**config.mk**
```make
export PLATFORM = sky130hd
export DESIGN_NAME = uart_tx_arb_flat
export DESIGN_NICKNAME = d
export VERILOG_FILES = /design/src/rtl/uart_pkg.sv /design/src/rtl/uart_tx_arb_if.sv /design/src/rtl/uart_rr_pick.sv /design/src/rtl/uart_tx_arb.sv /design/src/flat_wrapper.sv
export SDC_FILE = /design/constraint.sdc
export NUM_CORES = 1
export LEC_CHECK = 0
export CAP_MARGIN = 20
export CORE_UTILIZATION = 44
export CTS_BUF_LIST = sky130_fd_sc_hd__clkbuf_16
export DETAILED_ROUTE_END_ITERATION = 16
export GPL_TIMING_DRIVEN = 0
export PLACE_DENSITY_LB_ADDON = 0.15
export SYNTH_ARGS = -nofsm -noshare
export SYNTH_HDL_FRONTEND = slang
export SYNTH_SLANG_ARGS = --single-unit
```
**constraint.sdc**
```tcl
create_clock -name clk -period 2.68 [get_ports clk]
set_input_delay 0.536 -clock clk [delete_from_list [all_inputs] [get_ports clk]]
set_output_delay 0.536 -clock clk [all_outputs]
set_load 0.005 [all_outputs]
```
**src/rtl/uart_pkg.sv**
```systemverilog
// Shared types and constants for the UART transmit-side arbiter and its helpers.
package uart_pkg;

  localparam int UART_DW = 8;
  localparam int TMO_W   = 16;

  typedef enum logic [1:0] {
    IDLE = 2'd0,
    SEND = 2'd1,
    GAP  = 2'd2,
    LOCK = 2'd3
  } arb_state_e;

  // Next requester index after idx, wrapping at n.
  function automatic int wrap_inc(input int idx, input int n);
    return (idx >= n - 1) ? 0 : idx + 1;
  endfunction

endpackage

```
**src/rtl/uart_tx_arb_if.sv**
```systemverilog
// Requester-side byte streams plus the single stream toward uart_tx.
interface uart_tx_arb_if import uart_pkg::*; #(
  parameter int NREQ = 4
);
  logic [NREQ-1:0]         req_valid;
  logic [NREQ*UART_DW-1:0] req_data;
  logic [NREQ-1:0]         req_last;
  logic [NREQ-1:0]         req_ready;
  logic                    m_valid;
  logic [UART_DW-1:0]      m_data;
  logic                    m_ready;

  // master: requesters plus the uart_tx sink; slave: the arbiter.
  modport master (
    output req_valid, req_data, req_last, m_ready,
    input  req_ready, m_valid, m_data
  );

  modport slave (
    input  req_valid, req_data, req_last, m_ready,
    output req_ready, m_valid, m_data
  );
endinterface

```
**src/rtl/uart_rr_pick.sv**
```systemverilog
// Combinational round-robin picker: first set bit of valid at or after ptr, modulo N.
module uart_rr_pick #(
  parameter int N  = 4,
  parameter int IW = $clog2(N)
) (
  input  logic [N-1:0]  valid,
  input  logic [IW-1:0] ptr,
  output logic [IW-1:0] win,
  output logic          any
);

  // rot[k] is the request k positions after ptr, so priority is simply lowest k.
  logic [N-1:0] rot;

  for (genvar gi = 0; gi < N; gi++) begin : g_rot
    logic [IW:0]   sum;
    logic [IW-1:0] idx;
    assign sum     = {1'b0, ptr} + (IW+1)'(gi);
    assign idx     = (sum >= (IW+1)'(N)) ? IW'(sum - (IW+1)'(N)) : IW'(sum);
    assign rot[gi] = valid[idx];
  end

  logic [IW-1:0] off;
  logic [IW:0]   wsum;

  always_comb begin
    off = '0;
    for (int k = N - 1; k >= 0; k--) begin
      if (rot[k]) off = IW'(k);
    end
    wsum = {1'b0, ptr} + {1'b0, off};
    win  = (wsum >= (IW+1)'(N)) ? IW'(wsum - (IW+1)'(N)) : IW'(wsum);
  end

  assign any = |rot;

endmodule

```
**src/rtl/uart_tx_arb.sv**
```systemverilog
// Round-robin scheduler sharing one uart_tx among NREQ byte sources, with optional message lock and idle timeout.
module uart_tx_arb import uart_pkg::*; #(
  parameter  int NREQ = 4,
  localparam int IDW  = $clog2(NREQ)
) (
  input  logic             clk,
  input  logic             rst_b,
  input  logic             cfg_lock_en,
  input  logic [TMO_W-1:0] cfg_lock_tmo,
  uart_tx_arb_if.slave     bus,
  output logic [IDW-1:0]   grant_id,
  output logic             busy,
  output logic             lock_active,
  output logic             tmo_evt
);

  arb_state_e         state_reg, state_next;
  logic               m_valid_reg, m_valid_next;
  logic [UART_DW-1:0] m_data_reg, m_data_next;
  logic [IDW-1:0]     grant_reg, grant_next;
  logic [IDW-1:0]     rr_ptr_reg, rr_ptr_next;
  logic [TMO_W-1:0]   tmo_cnt_reg, tmo_cnt_next;
  logic               last_reg, last_next;
  logic               tmo_evt_reg, tmo_evt_next;

  logic [IDW-1:0]   pick_win;
  logic             pick_any;
  logic [IDW-1:0]   grant_inc;
  logic [TMO_W-1:0] tmo_inc;
  logic             take;
  logic [IDW-1:0]   take_id;
  logic [NREQ-1:0]  ready;

  uart_rr_pick #(.N(NREQ), .IW(IDW)) u_pick (
    .valid (bus.req_valid),
    .ptr   (rr_ptr_reg),
    .win   (pick_win),
    .any   (pick_any)
  );

  assign grant_inc = IDW'(wrap_inc(int'(grant_reg), NREQ));
  assign tmo_inc   = tmo_cnt_reg + 1'b1;

  always_comb begin
    state_next   = state_reg;
    m_valid_next = m_valid_reg;
    m_data_next  = m_data_reg;
    grant_next   = grant_reg;
    rr_ptr_next  = rr_ptr_reg;
    tmo_cnt_next = tmo_cnt_reg;
    last_next    = last_reg;
    tmo_evt_next = 1'b0;
    ready        = '0;
    take         = 1'b0;
    take_id      = pick_win;

    case (state_reg)
      IDLE: take = pick_any;
      SEND: begin
        if (bus.m_ready) begin
          m_valid_next = 1'b0;
          state_next   = GAP;
        end
      end
      // One dead cycle so uart_tx's stale tx_ready cannot accept a second byte.
      GAP: begin
        if (cfg_lock_en && !last_reg) begin
          tmo_cnt_next = '0;
          state_next   = LOCK;
        end else begin
          rr_ptr_next = grant_inc;
          state_next  = IDLE;
        end
      end
      LOCK: begin
        take_id = grant_reg;
        if (bus.req_valid[grant_reg]) begin
          take         = 1'b1;
          tmo_cnt_next = '0;
        end else if (!cfg_lock_en) begin
          rr_ptr_next = grant_inc;
          state_next  = IDLE;
        end else begin
          if (tmo_cnt_reg != '1) tmo_cnt_next = tmo_inc;
          if (cfg_lock_tmo != '0 && tmo_inc == cfg_lock_tmo) begin
            tmo_evt_next = 1'b1;
            rr_ptr_next  = grant_inc;
            state_next   = IDLE;
          end
        end
      end
      default: state_next = IDLE;
    endcase

    if (take) begin
      // Gated by rst_b so no requester sees an accept while reset is held.
      ready[take_id] = rst_b;
      m_valid_next   = 1'b1;
      m_data_next    = bus.req_data[take_id*UART_DW +: UART_DW];
      grant_next     = take_id;
      last_next      = bus.req_last[take_id];
      state_next     = SEND;
    end
  end

  always_ff @(posedge clk) begin
    if (!rst_b) begin
      state_reg   <= IDLE;
      m_valid_reg <= 1'b0;
      m_data_reg  <= '0;
      grant_reg   <= '0;
      rr_ptr_reg  <= '0;
      tmo_cnt_reg <= '0;
      last_reg    <= 1'b0;
      tmo_evt_reg <= 1'b0;
    end else begin
      state_reg   <= state_next;
      m_valid_reg <= m_valid_next;
      m_data_reg  <= m_data_next;
      grant_reg   <= grant_next;
      rr_ptr_reg  <= rr_ptr_next;
      tmo_cnt_reg <= tmo_cnt_next;
      last_reg    <= last_next;
      tmo_evt_reg <= tmo_evt_next;
    end
  end

  assign bus.req_ready = ready;
  assign bus.m_valid   = m_valid_reg;
  assign bus.m_data    = m_data_reg;
  assign grant_id      = grant_reg;
  assign busy          = (state_reg != IDLE);
  assign lock_active   = (state_reg == LOCK);
  assign tmo_evt       = tmo_evt_reg;

endmodule

```
**src/flat_wrapper.sv**
```systemverilog
// flat-port wrapper written by rule: the top's interface ports become plain ports
module uart_tx_arb_flat import uart_pkg::*;
#(
  parameter  int NREQ = 4,
  localparam int IDW  = $clog2(NREQ)
)
  (clk, rst_b, cfg_lock_en, cfg_lock_tmo, grant_id, busy, lock_active, tmo_evt, bus_req_valid, bus_req_data, bus_req_last, bus_m_ready, bus_req_ready, bus_m_valid, bus_m_data);
  uart_tx_arb_if #(.NREQ(NREQ)) bus_i ();
  input  logic clk;
  input  logic rst_b;
  input  logic cfg_lock_en;
  input  logic [TMO_W-1:0] cfg_lock_tmo;
  output logic [IDW-1:0] grant_id;
  output logic busy;
  output logic lock_active;
  output logic tmo_evt;
  input wire logic [$bits(bus_i.req_valid)-1:0] bus_req_valid;
  input wire logic [$bits(bus_i.req_data)-1:0] bus_req_data;
  input wire logic [$bits(bus_i.req_last)-1:0] bus_req_last;
  input wire logic [$bits(bus_i.m_ready)-1:0] bus_m_ready;
  output wire logic [$bits(bus_i.req_ready)-1:0] bus_req_ready;
  output wire logic [$bits(bus_i.m_valid)-1:0] bus_m_valid;
  output wire logic [$bits(bus_i.m_data)-1:0] bus_m_data;
  assign bus_i.req_valid = bus_req_valid;
  assign bus_i.req_data = bus_req_data;
  assign bus_i.req_last = bus_req_last;
  assign bus_i.m_ready = bus_m_ready;
  assign bus_req_ready = bus_i.req_ready;
  assign bus_m_valid = bus_i.m_valid;
  assign bus_m_data = bus_i.m_data;
  uart_tx_arb #(.NREQ(NREQ)) u_core (.clk(clk), .rst_b(rst_b), .cfg_lock_en(cfg_lock_en), .cfg_lock_tmo(cfg_lock_tmo), .bus(bus_i), .grant_id(grant_id), .busy(busy), .lock_active(lock_active), .tmo_evt(tmo_evt));
endmodule
```
==> Flow_metrics.wiki, run 1 <==
{| class="wikitable"
! Metric !! Value
|-
| Post-detailed-placement half-perimeter wirelength || 5520 microns
|-
| Vias per Instance || 5.75
|-
| Core ar. || 5920 sq um
|-
| Crit path from || u_core.rr_ptr_reg[0]
|-
| Flip-flop count of the largest register after layout || 16
|-
| Nature of the critical path endpoint || primary output
|-
| Worst path setup slack after routing || -0.126 ns
|-
| Vertical extent of the die || 80.4 microns
|-
| Biggest area contributors in the synthesized netlist || sky130_fd_sc_hd__dfxtp_1 (24%), sky130_fd_sc_hd__mux2i_1 (8.1%), sky130_fd_sc_hd__o21ai_0 (5.2%)
|-
| Nets in the synthesized netlist || 401
|-
| Clock latency on the worst-skew pair || 0.28 ns
|-
| Cell accounting for the most synthesized area || sky130_fd_sc_hd__dfxtp_1
|-
| Reg2reg end || u_core.tmo_cnt_reg[0]
|-
| Cell with the most instances after synthesis || sky130_fd_sc_hd__dfxtp_1
|-
| Maximum number of pins on one net before global-route repair || 11
|-
| Starting DRT DRC Count || 167
|-
| Number of buffers added by the clock tree synthesis step || 5
|-
| Cts-stage hold buffer count || 0
|-
| Leakage power || 1.62 nW
|-
| Failing checks || negative setup slack
|-
| Area growth syn-to-layout || 49.9%
|-
| Total gr overflow || 0
|-
| Sequential share of the synthesized area || 0.244
|-
| Per-instance average area after synthesis || 8.10 sq um
|-
| Power Dens Cells || 672 nW/um^2
|-
| Starting utilization of the core area || 0.457
|-
| Largest fanout on the critical path || 7
|-
| Max clock buf depth || 2
|-
| First-pass GRT wire length || 13000 microns
|-
| Clk sink count || 33
|-
| Average routed wire per standard cell || 16.0 microns
|-
| Nature of the critical path startpoint || flip-flop
|-
| Worst R2R Start || u_core.tmo_cnt_reg[10]
|-
| Antenna violations before repair || 0
|-
| Total via count after detailed routing || 2961
|-
| Unrepaired setup endpoints after global routing || true
|-
| Post-synthesis cell area || 2710 sq um
|-
| Ys flop type || sky130_fd_sc_hd__dfxtp_1
|-
| Endpoint of the worst setup timing path || bus_req_ready[0]
|-
| Proportion of synthesized flip-flops having asynchronous set or reset || 0
|-
| Setup skew after layout || 0.00175 ns
|-
| Clock slew at the register clock pins of the worst setup and hold paths || 0.05 ns
|-
| Power after layout || 0.00273 W
|-
| Chip Width || 80.4 microns
|-
| Vias in the first global route || 2726
|-
| Fin util || 0.685
|-
| Count of input and output buffers || 75
|-
| Number of levels the H-tree was split into || 2
|-
| TritonCTS clock tree || built
|-
| Iteration count of the initial detailed-routing pass || 5
|-
| Max Cap Violations || 0
|-
| Post-route antenna net violation count || 0
|-
| Nets || 506
|-
| Area enclosed by the die boundary || 6470 sq um
|-
| Period Utilization, post-route || 1.05
|-
| Worst Hold Class || flip-flop to flip-flop
|-
| Signal arrival time at the worst endpoint || 2.27 ns
|-
| #FFs+latches synth || 33
|-
| Final min period || 2.81 ns
|-
| Synthesized instance count || 334
|-
| Number of failing hold endpoints at the final stage || 0
|-
| GRT Overall Usage || 0.262
|-
| Drt total wl || 8230 microns
|-
| Fin Setup TNS || -0.363 ns
|-
| Number of antenna cells inserted || 0
|-
| Slew @ Worst Pin || 0.527 ns
|-
| Setup violators final || 4
|-
| Type of the setup path with the least slack || flip-flop to primary output
|-
| I/O pin count || 78
|-
| Root buf cell || sky130_fd_sc_hd__clkbuf_16
|-
| Count of different cell masters after synthesis || 63
|-
| Setup slack of the worst register-to-register path || 0.10 ns
|-
| Status || complete, but fails checks
|-
| Number of enable-type register cells in the synthesized netlist || 0
|-
| Slew margin rel. || 0.649
|-
| Fraction of final layout cells sized beyond drive strength 1 || 0.214
|-
| Remaining routing DRC violations || 0
|-
| Post-synth top area share || 0.244
|-
| Pins over their slew limit || 0
|-
| Floorplan row count || 28
|-
| Fmax || 0.356 GHz
|-
| Peak supply drop || 0.000680 V
|-
| Number of warnings printed during yosys synthesis || 0
|-
| Most instantiated cells after synthesis || sky130_fd_sc_hd__dfxtp_1 (33), sky130_fd_sc_hd__nand2_1 (31), sky130_fd_sc_hd__o21ai_0 (28), sky130_fd_sc_hd__mux2i_1 (22), sky130_fd_sc_hd__nor2_1 (21)
|-
| Data required, critical path || 2.14 ns
|-
| Gp weighted congestion || 0.858
|-
| Worst r2r path cells || 10
|}
worst min-delay path by stage:
stage | from | end | slack, ns | depth (start not counted)
after CTS | u_core.bus.m_data[1] | u_core.bus.m_data[1] | 0.47 | 2
after floorplan | u_core.last_reg | u_core.last_reg | 0.42 | 2
final | u_core.bus.m_data[3] | u_core.bus.m_data[3] | 0.47 | 2
after global placement | u_core.bus.m_data[3] | u_core.bus.m_data[3] | 0.45 | 2
after global routing | u_core.bus.m_data[6] | u_core.bus.m_data[6] | 0.50 | 2
after detailed placement | u_core.bus.m_data[1] | u_core.bus.m_data[1] | 0.46 | 2
metrics by stage:
step / area [sq um] / worst slack (ns) / std cells / hold slack (ns)
2_1_floorplan: 2710 / 0.0524 / 334 / 0.423
3_3_place_gp: 3550 / -1.13 / 484 / 0.446
3_5_place_dp: 3550 / -1.14 / 484 / 0.455
4_1_cts: 3950 / -0.223 / 513 / 0.473
5_1_grt: 4060 / -0.221 / 515 / 0.500
6_report: 4060 / -0.126 / 515 / 0.468
where the power goes:
part | internal, W | switching, W
Clock | 0.000432 | 0.000218
Combinational | 0.000775 | 0.000660
Sequential | 0.000573 | 0.0000689
Total | 0.00178 | 0.000947
per-layer routing:
| metal | part of all wire | track usage | up-vias | routed length [microns] |
|---|---|---|---|---|
| li1 | - | - | 1434 | - |
| met1 | 0.40 | 0.316 | 1403 | 3320 |
| met2 | 0.52 | 0.465 | 106 | 4270 |
| met3 | 0.059 | 0.0466 | 18 | 482 |
| met4 | 0.019 | 0.0821 | 0 | 157 |
| met5 | 0 | 0 | - | 0 |
worst max-delay path: stages (launching register included):
cell and delay [ns]:
sky130_fd_sc_hd__dfxtp_4 0.36, sky130_fd_sc_hd__or4_1 0.52, sky130_fd_sc_hd__nand3_1 0.09, sky130_fd_sc_hd__ha_2 0.19
sky130_fd_sc_hd__xor2_2 0.09, sky130_fd_sc_hd__o21ai_2 0.15, sky130_fd_sc_hd__nand3_2 0.13, sky130_fd_sc_hd__buf_8 0.16
sky130_fd_sc_hd__buf_6 0.11, sky130_fd_sc_hd__nor2_2 0.07, sky130_fd_sc_hd__buf_2 0.11
placed cells by master, fill, tap and decap left out, types with 6 or more instances in the layout:
cell type                         instances
sky130_fd_sc_hd__o221ai_1                 8
sky130_fd_sc_hd__buf_6                   11
sky130_fd_sc_hd__dfxtp_1                 29
sky130_fd_sc_hd__nor2b_1                 11
sky130_fd_sc_hd__nand3_1                  8
sky130_fd_sc_hd__nand2_1                 31
sky130_fd_sc_hd__xnor2_1                 10
sky130_fd_sc_hd__o21a_1                   6
sky130_fd_sc_hd__inv_1                   10
sky130_fd_sc_hd__a21oi_1                 14
sky130_fd_sc_hd__nor2_1                  18
sky130_fd_sc_hd__buf_2                    6
sky130_fd_sc_hd__o21ai_0                 26
sky130_fd_sc_hd__nand4_1                  7
sky130_fd_sc_hd__mux2i_1                 21
sky130_fd_sc_hd__nor3_1                   8
sky130_fd_sc_hd__xor2_1                   7
sky130_fd_sc_hd__buf_4                   22
sky130_fd_sc_hd__clkdlybuf4s50_1         68
sky130_fd_sc_hd__and2_1                  11
cells by family (layout without fill, tap and decap cells):
logic type | after synthesis | after routing | share of synthesized area
AND/OR/NAND/NOR | 134 | 134 | 0.279
AO/OA/AOI/OAI | 87 | 87 | 0.220
flip-flops | 33 | 33 | 0.244
buffers and inverters | 31 | 137 | 0.0721
multiplexers | 24 | 24 | 0.0938
XOR/XNOR | 18 | 18 | 0.0583
adder cells (fa/ha/maj) | 7 | 7 | 0.0324
what timing repair did:
| action | CTS | global route |
|---|---|---|
| pin swaps | 9 | 11 |
| setup endpoints to repair | 30 | 25 |
| buffers inserted | 25 | 6 |
| resized for setup | 58 | 27 |
layout make-up:
class | count | area [sq um]
inverter | 9 | 33.8
clock inverter | 3 | 37.5
sequential | 33 | 671
timing repair buffer | 100 | 930
tap | 75 | 93.8
clock buffer | 5 | 125
multi-input combinational | 270 | 1990
fill | 512 | 1860
buffer | 20 | 180
No activity file was read; power rests on OpenSTA's default activity.
==> run 2, diff against run 1 <==
Settings changed: ABC_AREA set to 1, CORE_UTILIZATION 44 to 49.
Clock period 2.68 ns to 2.8 ns, I/O delays scaled along.
==> run 2 against run 1 <==
Against the previous run:
- the flow still finishes with violations (negative setup slack)
- final area rose by 3.4%
- sequential share of layout area fell by 0.75 points
- die area fell by 3.3%
- critical endpoint is now bus_req_ready[2]
==> Flow_metrics.wiki, run 2 <==
{| class="wikitable"
! Metric !! Value
|-
| Status || complete, but fails checks
|-
| Failing checks || negative setup slack
|-
| Slew margin rel. || 0.605 (-0.0437)
|-
| Slowest stage cell, crit path || sky130_fd_sc_hd__xor2_1
|-
| Switching pwr || 0.00187 W (+97%)
|-
| Worst Hold Class || flip-flop to flip-flop
|-
| Post-detailed-placement half-perimeter wirelength || 6770 microns (+23%)
|-
| Nets || 649 (+28%)
|-
| Vias per Instance || 5.63 (-2.1%)
|-
| Cell total after placement || 620 (+28%)
|-
| Maximum number of pins on one net before global-route repair || 12 (+1)
|-
| Cts-stage hold buffer count || 0 (unchanged)
|-
| Number of buffer and inverter instances along the worst setup path || 4 (+1)
|-
| Gp weighted congestion || 0.962 (+12%)
|-
| Highest-count cells in the layout ignoring fill and taps || sky130_fd_sc_hd__nand2_1 (117), sky130_fd_sc_hd__clkdlybuf4s50_1 (68), sky130_fd_sc_hd__nand3_1 (66)
|-
| Peak supply drop || 0.000640 V (-5.9%)
|-
| Proportion of synthesized flip-flops having asynchronous set or reset || 0 (unchanged)
|-
| Cell accounting for the most synthesized area || sky130_fd_sc_hd__dfxtp_1
|-
| Total via count after detailed routing || 3686 (+24%)
|-
| Average routed wire per standard cell || 15.0 microns (-5.9%)
|-
| Number of levels the H-tree was split into || 2 (unchanged)
|-
| Vias in the first global route || 3314 (+22%)
|-
| Crit path cell chain || clkdlybuf4s15_1 > o21ai_1 > nand2_1 > o21ai_2 > a21oi_2 > nor2_1 > ha_2 > xor2_2 > xor2_1 > nand2_2 > nand2_4 > buf_12 > nor2_4 > inv_2 > nor2_1 > buf_2
|-
| Non-filler cells in the finished layout || 655 (+27%)
|-
| Number of enable-type register cells in the synthesized netlist || 0 (unchanged)
|-
| Most common cell after layout, fill and taps aside || sky130_fd_sc_hd__nand2_1
|-
| Chip Width || 79.1 microns (-1.6%)
|-
| #FFs+latches synth || 33 (unchanged)
|-
| Root buf cell || sky130_fd_sc_hd__clkbuf_16
|-
| Nets in the synthesized netlist || 539 (+34%)
|-
| Ys flop type || sky130_fd_sc_hd__dfxtp_1
|-
| Remaining routing DRC violations || 0 (unchanged)
|-
| Internal Pwr Total || 0.00239 W (+34%)
|-
| Switching share of power || 0.439 (+0.0919)
|-
| Drt total wl || 9850 microns (+20%)
|-
| Number of failing hold endpoints at the final stage || 0 (unchanged)
|-
| Power Dens Cells || 1010 nW/um^2 (+51%)
|-
| Part of the total power dissipated in combinational logic || 0.693 (+0.167)
|-
| Final min period || 3.20 ns
|-
| Most instantiated cells after synthesis || sky130_fd_sc_hd__nand2_1 (121), sky130_fd_sc_hd__nand3_1 (66), sky130_fd_sc_hd__inv_1 (53), sky130_fd_sc_hd__nor2_1 (39), sky130_fd_sc_hd__dfxtp_1 (33)
|-
| Nature of the critical path endpoint || primary output
|-
| Category of cells accounting for the largest share of critical-path delay || simple AND/OR/NAND/NOR gates
|-
| Fraction of final layout cells sized beyond drive strength 1 || 0.187 (-0.0267)
|-
| Synthesized instance count || 472 (+41%)
|-
| Nature of the critical path startpoint || input pin
|-
| Post-synthesis cell area || 2910 sq um (+7.6%)
|-
| Clk sink count || 33 (unchanged)
|-
| Number of antenna cells inserted || 0 (unchanged)
|-
| Clock slew at the register clock pins of the worst setup and hold paths || 0.06 ns (about the same)
|-
| Pins over their slew limit || 0 (unchanged)
|-
| I/O pin count || 78 (unchanged)
|-
| Largest fanout on the critical path || 3 (-4)
|-
| Max clock buf depth || 2 (unchanged)
|-
| Core ar. || 5610 sq um (-5.3%)
|-
| Leakage power || 1.81 nW (+12%)
|-
| Unrepaired setup endpoints after global routing || true
|-
| Signal arrival time at the worst endpoint || 2.64 ns (+0.37 ns)
|-
| Sequential fraction of design power || 0.178 (-0.058)
|-
| Total gr overflow || 0 (unchanged)
|-
| Slew @ Worst Pin || 0.590 ns (+0.0634 ns)
|-
| Sequential share of the synthesized area || 0.227 (-0.0173)
|-
| Setup skew after layout || 0.00334 ns (+0.00159 ns)
|-
| First-pass GRT wire length || 15300 microns (+18%)
|-
| Worst path setup slack after routing || -0.399 ns (-0.274 ns)
|-
| Type of the setup path with the least slack || input pin to primary output
|-
| Period Utilization, post-route || 1.14
|-
| Per-instance average area after synthesis || 6.17 sq um (-24%)
|-
| Worst slack at placement || -1.30 ns (-0.161 ns)
|-
| Starting DRT DRC Count || 313 (+87%)
|-
| Number of buffers added by the clock tree synthesis step || 5 (unchanged)
|-
| Max Cap Violations || 0 (unchanged)
|-
| TritonCTS clock tree || built
|-
| Iteration count of the initial detailed-routing pass || 5 (unchanged)
|-
| Biggest area contributors in the synthesized netlist || sky130_fd_sc_hd__dfxtp_1 (23%), sky130_fd_sc_hd__nand2_1 (16%), sky130_fd_sc_hd__nand3_1 (11%)
|-
| Vertical extent of the die || 79.1 microns (-1.6%)
|-
| Clock latency on the worst-skew pair || 0.28 ns (about the same)
|-
| Setup violators final || 4 (unchanged)
|-
| Area enclosed by the die boundary || 6260 sq um (-3.3%)
|-
| Post-route antenna net violation count || 0 (unchanged)
|-
| Post-synth top area share || 0.227 (-0.0173)
|-
| Count of input and output buffers || 76 (+1.3%)
|-
| Antenna violations before repair || 0 (unchanged)
|-
| GRT Overall Usage || 0.313 (+0.0514)
|-
| Floorplan row count || 27 (-3.6%)
|-
| Number of warnings printed during yosys synthesis || 0 (unchanged)
|-
| Fmax || 0.313 GHz
|-
| Starting utilization of the core area || 0.519 (+0.0623)
|-
| Count of different cell masters after synthesis || 36 (-43%)
|-
| Area growth syn-to-layout || 44.0%
|-
| Clock Power Share || 0.129 (-0.109)
|-
| Max incr delay on CP || 0.26 ns (-0.26 ns)
|-
| Cell with the most instances after synthesis || sky130_fd_sc_hd__nand2_1
|-
| Data required, critical path || 2.24 ns (+0.10 ns)
|-
| Flip-flop count of the largest register after layout || 16 (unchanged)
|-
| CP dominant cell by count || sky130_fd_sc_hd__nor2_1
|}
## run 2: changes by cell type in the layout (fill, tap and decap cells not counted), sizes merged, moves of 11 or more
cell and change:
inv +45, nand4 +12, and2 -11, a21oi +17, nor2 +27, nor2b -11, nand3 +58, nand2 +98
mux2i -22
## run 2: repair_timing
action	4_1_cts	5_1_grt
endpoints found under the setup margin	13	9
pin swaps	18	10
gates resized for setup	54	7
setup buffers	14	12
cloned	1	0
## run 2: final timing paths
check / from / end / slack, ns / cells past startpoint
setup / recovery: bus_req_valid[0] / bus_req_ready[2] / -0.40 / 16
hold / removal: u_core.bus.m_data[7] / u_core.bus.m_data[7] / 0.45 / 2
setup reg to reg: u_core.rr_ptr_reg[0] / u_core.bus.m_data[5] / 0.17 / 17
hold reg to reg: u_core.bus.m_data[7] / u_core.bus.m_data[7] / 0.45 / 2
## run 2: power by group through the flow
| stage | registers (W) | clock network [W] | logic (W) |
|---|---|---|---|
| 2_1_floorplan | 0.000725 | 0 | 0.00158 |
| 3_3_place_gp | 0.000748 | 0 | 0.00211 |
| 3_5_place_dp | 0.000753 | 0 | 0.00216 |
| 4_1_cts | 0.000748 | 0.000550 | 0.00260 |
| 5_1_grt | 0.000776 | 0.000576 | 0.00321 |
| 6_report | 0.000759 | 0.000549 | 0.00295 |
## run 2: stage by stage
stage	area, sq um	hold WS (ns)	setup TNS, ns	util	total power, W
floorplan	2920	0.426	0	-	0.00230
global placement	3770	0.437	-8.03	0.672	0.00286
global route	4200	0.477	-2.06	0.748	0.00456
finish	4200	0.453	-1.40	0.748	0.00426
detailed placement	3770	0.441	-9.31	0.672	0.00291
CTS	4080	0.457	-0.848	0.728	0.00390
## run 2: layout make-up
cell class | instances | area, sq um
timing repair buffer | 103 | 947
fill | 456 | 1410
buffer | 15 | 118
inverter | 55 | 206
clock inverter | 3 | 17.5
multi-input combinational | 369 | 2030
tap | 72 | 90.1
sequential | 33 | 662
clock buffer | 5 | 125
## run 2: cells by family after synthesis
family          Yosys count  synth area share
flops                    33             0.227
compound gates           68             0.128
mux                      11            0.0425
buf+inv                  70             0.106
simple gates            276             0.438
xor+xnor                  7            0.0284
fa+ha+maj                 7            0.0301
## run 2: layer usage
layer  part of all wire  track usage
met1               0.42        0.393
met4              0.032        0.125
met2               0.48        0.523
met5                  0            0
met3              0.070       0.0609
## run 2: tightest hold or removal path, stage by stage, from the launching register on
cell                      delay [ns]
sky130_fd_sc_hd__dfxtp_1        0.31
sky130_fd_sc_hd__nand2_1        0.06
sky130_fd_sc_hd__nand2_1        0.04
